==> src/rtl/light_music_pkg.sv <==
`default_nettype none
// ============================================================================
//  Module   : light_music_pkg
//  Purpose  : Shared widths and helpers for the light-music lamp channels.
//  Revision : 1.0  initial release
// ============================================================================
package light_music_pkg;

  localparam int ENV_W    = 16;  // envelope / scaled magnitude width
  localparam int LVL_W    = 8;   // lamp level and PWM width
  localparam int SAMPLE_W = 48;  // filter output width handled by sat_abs

  // Saturating absolute value of a signed filter sample. The most negative
  // input has no positive twin, so it clamps to the largest positive value.
  function automatic logic [SAMPLE_W-2:0] sat_abs(input logic signed [SAMPLE_W-1:0] x);
    logic [SAMPLE_W-1:0] neg;
    neg = $unsigned(-x);
    if (!x[SAMPLE_W-1]) begin
      return x[SAMPLE_W-2:0];
    end
    if (neg[SAMPLE_W-1]) begin
      return '1;
    end
    return neg[SAMPLE_W-2:0];
  endfunction

endpackage
`default_nettype wire

==> src/rtl/pwm_gen.sv <==
`default_nettype none
// ============================================================================
//  Module   : pwm_gen
//  Purpose  : Free-running lamp PWM; duty is shadow-loaded at each counter
//             wrap so a level change never produces a runt pulse.
//  Revision : 1.0  initial release
// ============================================================================
module pwm_gen
  import light_music_pkg::*;
#(
  parameter int PWM_W = LVL_W
) (
  input  logic             clk,
  input  logic             nreset,
  input  logic [PWM_W-1:0] level,
  output logic             pwm_out
);

  logic [PWM_W-1:0] cnt_q;
  logic [PWM_W-1:0] duty_q;
  logic             pwm_q;

  // Counter wraps freely; duty latched on the last count; output registered.
  always_ff @(posedge clk or negedge nreset) begin
    if (!nreset) begin
      cnt_q  <= '0;
      duty_q <= '0;
      pwm_q  <= 1'b0;
    end else begin
      cnt_q <= cnt_q + PWM_W'(1);
      if (&cnt_q) begin
        duty_q <= level;
      end
      pwm_q <= (cnt_q < duty_q);
    end
  end

  assign pwm_out = pwm_q;

endmodule
`default_nettype wire

==> src/rtl/band_level_pwm.sv <==
`default_nettype none
// ============================================================================
//  Module   : band_level_pwm
//  Purpose  : Turns the band filter's sample stream into a fast-attack /
//             slow-decay envelope and drives one lamp PWM from it.
//  Revision : 1.0  initial release
// ============================================================================
module band_level_pwm
  import light_music_pkg::*;
#(
  parameter int IN_W     = SAMPLE_W,
  parameter int SHIFT    = 20,
  parameter int DECAY_SH = 6,
  parameter int PWM_W    = LVL_W
) (
  input  logic                   clk,
  input  logic                   nreset,
  input  logic signed [IN_W-1:0] in_val,
  input  logic                   in_ready,
  output logic [PWM_W-1:0]       level,
  output logic                   pwm_out
);

  localparam int c_MAG_W = IN_W - 1;

  logic               rdy_q;
  logic               v1_q;
  logic               v2_q;
  logic [c_MAG_W-1:0] mag_q;
  logic [ENV_W-1:0]   sc_q;
  logic [ENV_W-1:0]   env_q;
  logic [ENV_W-1:0]   env_d;

  logic               w_accept;
  logic [c_MAG_W-1:0] w_mag;
  logic [c_MAG_W-1:0] w_shifted;
  logic [ENV_W-1:0]   w_sc;
  logic [ENV_W-1:0]   w_decay;

  // Rising edge of the ready strobe; rdy_q resets high so a strobe that is
  // already asserted when reset lifts is ignored.
  assign w_accept = in_ready & ~rdy_q;

  assign w_mag     = sat_abs(in_val);
  assign w_shifted = mag_q >> SHIFT;
  // Anything above the 16-bit envelope range pins to full scale.
  assign w_sc      = (|w_shifted[c_MAG_W-1:ENV_W]) ? '1 : w_shifted[ENV_W-1:0];

  // Envelope next value: jump up on attack, otherwise decay proportionally
  // with a minimum step of one so the level always reaches zero.
  always_comb begin
    w_decay = env_q >> DECAY_SH;
    if (w_decay == '0) begin
      w_decay = ENV_W'(1);
    end
    env_d = '0;
    if (sc_q >= env_q) begin
      env_d = sc_q;
    end else if (env_q > w_decay) begin
      env_d = env_q - w_decay;
    end
  end

  // Strobe edge detector history.
  always_ff @(posedge clk or negedge nreset) begin
    if (!nreset) begin
      rdy_q <= 1'b1;
    end else begin
      rdy_q <= in_ready;
    end
  end

  // Three-stage pipeline: magnitude, scale/clamp, envelope update.
  always_ff @(posedge clk or negedge nreset) begin
    if (!nreset) begin
      v1_q  <= 1'b0;
      v2_q  <= 1'b0;
      mag_q <= '0;
      sc_q  <= '0;
      env_q <= '0;
    end else begin
      v1_q <= w_accept;
      if (w_accept) begin
        mag_q <= w_mag;
      end
      v2_q <= v1_q;
      sc_q <= w_sc;
      if (v2_q) begin
        env_q <= env_d;
      end
    end
  end

  assign level = env_q[ENV_W-1 -: PWM_W];

  pwm_gen #(
    .PWM_W (PWM_W)
  ) u_pwm (
    .clk     (clk),
    .nreset  (nreset),
    .level   (level),
    .pwm_out (pwm_out)
  );

endmodule
`default_nettype wire

==> config.mk <==
export PLATFORM = sky130hd
export DESIGN_NAME = band_level_pwm
export DESIGN_NICKNAME = d
export VERILOG_FILES = /design/src/rtl/light_music_pkg.sv /design/src/rtl/pwm_gen.sv /design/src/rtl/band_level_pwm.sv
export SDC_FILE = /design/constraint.sdc
export NUM_CORES = 1
export LEC_CHECK = 0
export BUFFER_PORTS_ARGS = -buffer_cell sky130_fd_sc_hd__buf_2
export CORE_MARGIN = 4
export CORE_UTILIZATION = 41
export CTS_CLUSTER_DIAMETER = 150
export DETAILED_ROUTE_END_ITERATION = 8
export HOLD_SLACK_MARGIN = 0.15
export PLACE_DENSITY_LB_ADDON = 0.3
export SLEW_MARGIN = 10
export SYNTH_ARGS = -nofsm -noshare
export SYNTH_HDL_FRONTEND = slang
export SYNTH_SLANG_ARGS = --single-unit
==> constraint.sdc <==
create_clock -name clk -period 3.8 [get_ports clk]
set_input_delay 0.19 -clock clk [delete_from_list [all_inputs] [get_ports clk]]
set_output_delay 0.19 -clock clk [all_outputs]
set_load 0.02 [all_outputs]
==> impl_metrics.csv <==
group,metric,value,unit
run_status,status,"finished clean",
place,dpl.hpwl,8.24,mm
sta,finalHoldViolCount,0,
routing,viasPerCell,5.57,
global_routing,antenna_found_initial,0,
logic_synthesis,synth_seq_area_share,0.414,
logic_synthesis,synth_area,4780,sq um
min_path,min_path_type,"in2reg",
final_layout,area.growth.synth_to_final,15.5,%
setup_path,reg2reg_slack,330,ps
power_and_ir_drop,p_per_area,675,nW/um^2
setup_path,crit_family,"compound AO/OA/AOI/OAI gates",
setup_path,cp.depth,13,
power_and_ir_drop,p_leak,0.00246,uW
final_layout,fin_cells,728,
min_path,hp-start,"in_val[41]",
setup_path,cpPeakStageDelay,490,ps
logic_synthesis,ys_ff_latch,79,
clocking,clockBufferDepth,2,
logic_synthesis,synth_edf_count,0,
logic_synthesis,syn_nets,614,
sta,worstMarginPinSlew,984,ps
setup_path,slowest_stage,"a2111oi_2",
routing,wirelength,11.1,mm
setup_path,critPathLaunchType,"flop",
die,die_x,116,microns
sta,max_freq,0.288,GHz
routing,vias,4052,
clocking,cts_tree,"yes",
routing,dr.first_iter.drc_count,174,
routing,wl_per_cell,15.2,microns
routing,drc,0,
clocking,clk_pin_slew,70,ps
sta,tns,0,ps
global_routing,grt_pass1_wl,19.1,mm
global_routing,grt_usage,0.175,
sta,fin_crit,3470,ps
setup_path,worst-path-max-fanout,7,
setup_path,cp-end-kind,"flop",
place,dpl.cell_count,709,
min_path,whs_path_depth,3,
logic_synthesis,synth_cells,526,
final_layout,drive_gt1_frac,0.185,
logic_synthesis,ys.flop_type,"dfrtp_1",
die,core-area,11400,sq um
min_path,hold_end,"mag_q[41]",
clocking,clock-sinks,79,
setup_path,regToRegStartpoint,"env_q[13]",
die,rows,39,
setup_path,required,4050,ps
die,ios,60,
final_layout,diodes,0,
setup_path,path_buf_inv,1,
logic_synthesis,async_flop_share,1.00,
sta,fin_skew,12.2,ps
final_layout,num-fill-cells,1107,
sta,slew_violations,0,
logic_synthesis,synth_top_area_share,0.408,
sta,rsz0062_at_grt,"no",
logic_synthesis,syn_avg_cell_area,9.09,sq um
logic_synthesis,synth_warnings,0,
logic_synthesis,yosysUniqueCellTypes,57,
setup_path,timing.rr.end,"env_q[14]",
place,place.port_buffers,59,
place,gp_congestion,0.927,
flow_run,max_cap_viol_count,0,
global_routing,grt_pass1_vias,4012,
power_and_ir_drop,ir_drop,0.000314,V
die,die_area,13500,sq um
setup_path,critPathArrivalTime,3720,ps
clocking,root_buffer,"clkbuf_16",
die,fp.dieH,116,microns
die,start_util,0.419,
sta,min_period_over_period,0.913,
routing,drt_first_pass_iters,4,
global_routing,grt_start_max_net_pins,80,
global_routing,overflow,0,
clocking,numCtsBuffers,9,
clocking,post_cts_buffers,0,
setup_path,rr_worst_depth,13,
logic_synthesis,synth_top_area_cell,"dfrtp_1",
setup_path,crit_chain,"nor3_2 > and4_1 > a41o_1 > ha_1 > inv_1 > fa_1 > and3_1 > a211oi_1 > o21ai_0 > a2111oi_2 > nand3_1 > o21a_1 > o22ai_1",
logic_synthesis,ys_top_cells_by_area,"dfrtp_1 41%, ha_1 9.4%, a21oi_1 5.4%",
final_layout,finalNetCount,668,
clocking,clk-insertion-delay-late,340,ps
sta,maxSlewHeadroom,0.344,
sta,setup_viol,0,
setup_path,crit_type,"reg2reg",
clocking,htreeDepth,3,
routing,final_antenna_net_count,0,
-- sequential cells by signal, summed over array words and instances, names as in the netlist --
| name | count |
|---|---|
| env_q | 16 |
| mag_q | 27 |
| v2_q | 1 |
| u_pwm.pwm_out | 1 |
| u_pwm.cnt_q | 8 |
| rdy_q | 1 |
| u_pwm.duty_q | 8 |
| sc_q | 16 |
| v1_q | 1 |
-- report_power, final --
group          total [uW]  switching, uW  internal (uW)
sequential           1100            140            962
combinational        1740           1020            723
clock                 884            355            529
total                3730           1520           2210
-- logic make-up after synthesis --
kind of cell    count (synthesis)  synth area share
compound gates                143             0.188
mux                             1           0.00235
xor+xnor                       34            0.0623
simple gates                  169             0.179
flops                          79             0.414
buf+inv                        63            0.0560
fa+ha+maj                      37            0.0984
-- final cells by class --
cell class	instances	area [sq um]	share of cell area
multi-input cells	384	2550	0.461
flip-flops and latches	79	1980	0.358
repair buffers	68	373	0.0675
clock buffers	10	239	0.0433
well taps	143	179	0.0324
inverters	38	143	0.0258
clock inverters	6	67.6	0.0122
-- stage by stage --
step / worst slack (ps) / hold WS (ps) / utilization / power [uW] / cell area [sq um]
finish: 329 / 174 / 0.484 / 3730 / 5530
global route: 8.93 / 182 / 0.484 / 4020 / 5530
CTS: 291 / 159 / 0.483 / 3740 / 5520
detailed placement: 327 / 311 / 0.454 / 2830 / 5180
global placement: 403 / 312 / 0.454 / 2810 / 5180
floorplan: 512 / -106 / - / 2380 / 4780
-- worst max path at each step --
stage               startpoint        end  slack [ps]
floorplan            env_q[12]  env_q[14]         510
global placement     env_q[12]   env_q[0]         400
detailed placement   env_q[12]   env_q[0]         330
CTS                  env_q[13]   env_q[0]         290
global route         env_q[12]   env_q[0]           9
finish               env_q[13]  env_q[14]         330
-- synth_stat cells, types with 7 or more instances --
library cell  instances
and3_1                8
nand3_1              19
buf_4                 8
inv_1                37
ha_1                 36
clkbuf_1             16
nor2_1               38
a22oi_1               8
a21oi_1              52
nor4_1               10
or2_2                16
o31ai_1              13
xnor2_1               7
xor2_1               27
dfrtp_1              78
nor3_1               13
o21ai_0              31
nand2_1              35
-- layout by cell type (no fill, tap or decap), types with 12 or more instances in the layout --
cell and n:
dfrtp_1 78, a21oi_1 52, inv_1 37, ha_1 36, buf_2 58, o21ai_0 31
o31ai_1 12, nor2_1 38, or2_2 16, nand2_1 35, nand3_1 19, xor2_1 27
nor3_1 12
-- worst min-delay path, cell delays in order --
cell	delay (ps)
buf_2	130
nand3_1	70
nand3_1	70
-- what timing repair did --
action                                  4_1_cts  5_1_grt
gates resized for setup                       0        1
hold buffers                                  3        0
endpoints found under the setup margin        0        5
hold endpoints to repair                     80        0
-- metal layers --
layer	up-vias	wire (microns)	share of wire	track usage
met5	-	0	0	0
met4	0	223	0.020	0.0696
met3	23	495	0.045	0.0292
met2	92	5020	0.45	0.269
met1	1957	5330	0.48	0.247
li1	1980	-	-	-
No activity file was read; power rests on OpenSTA's default activity.
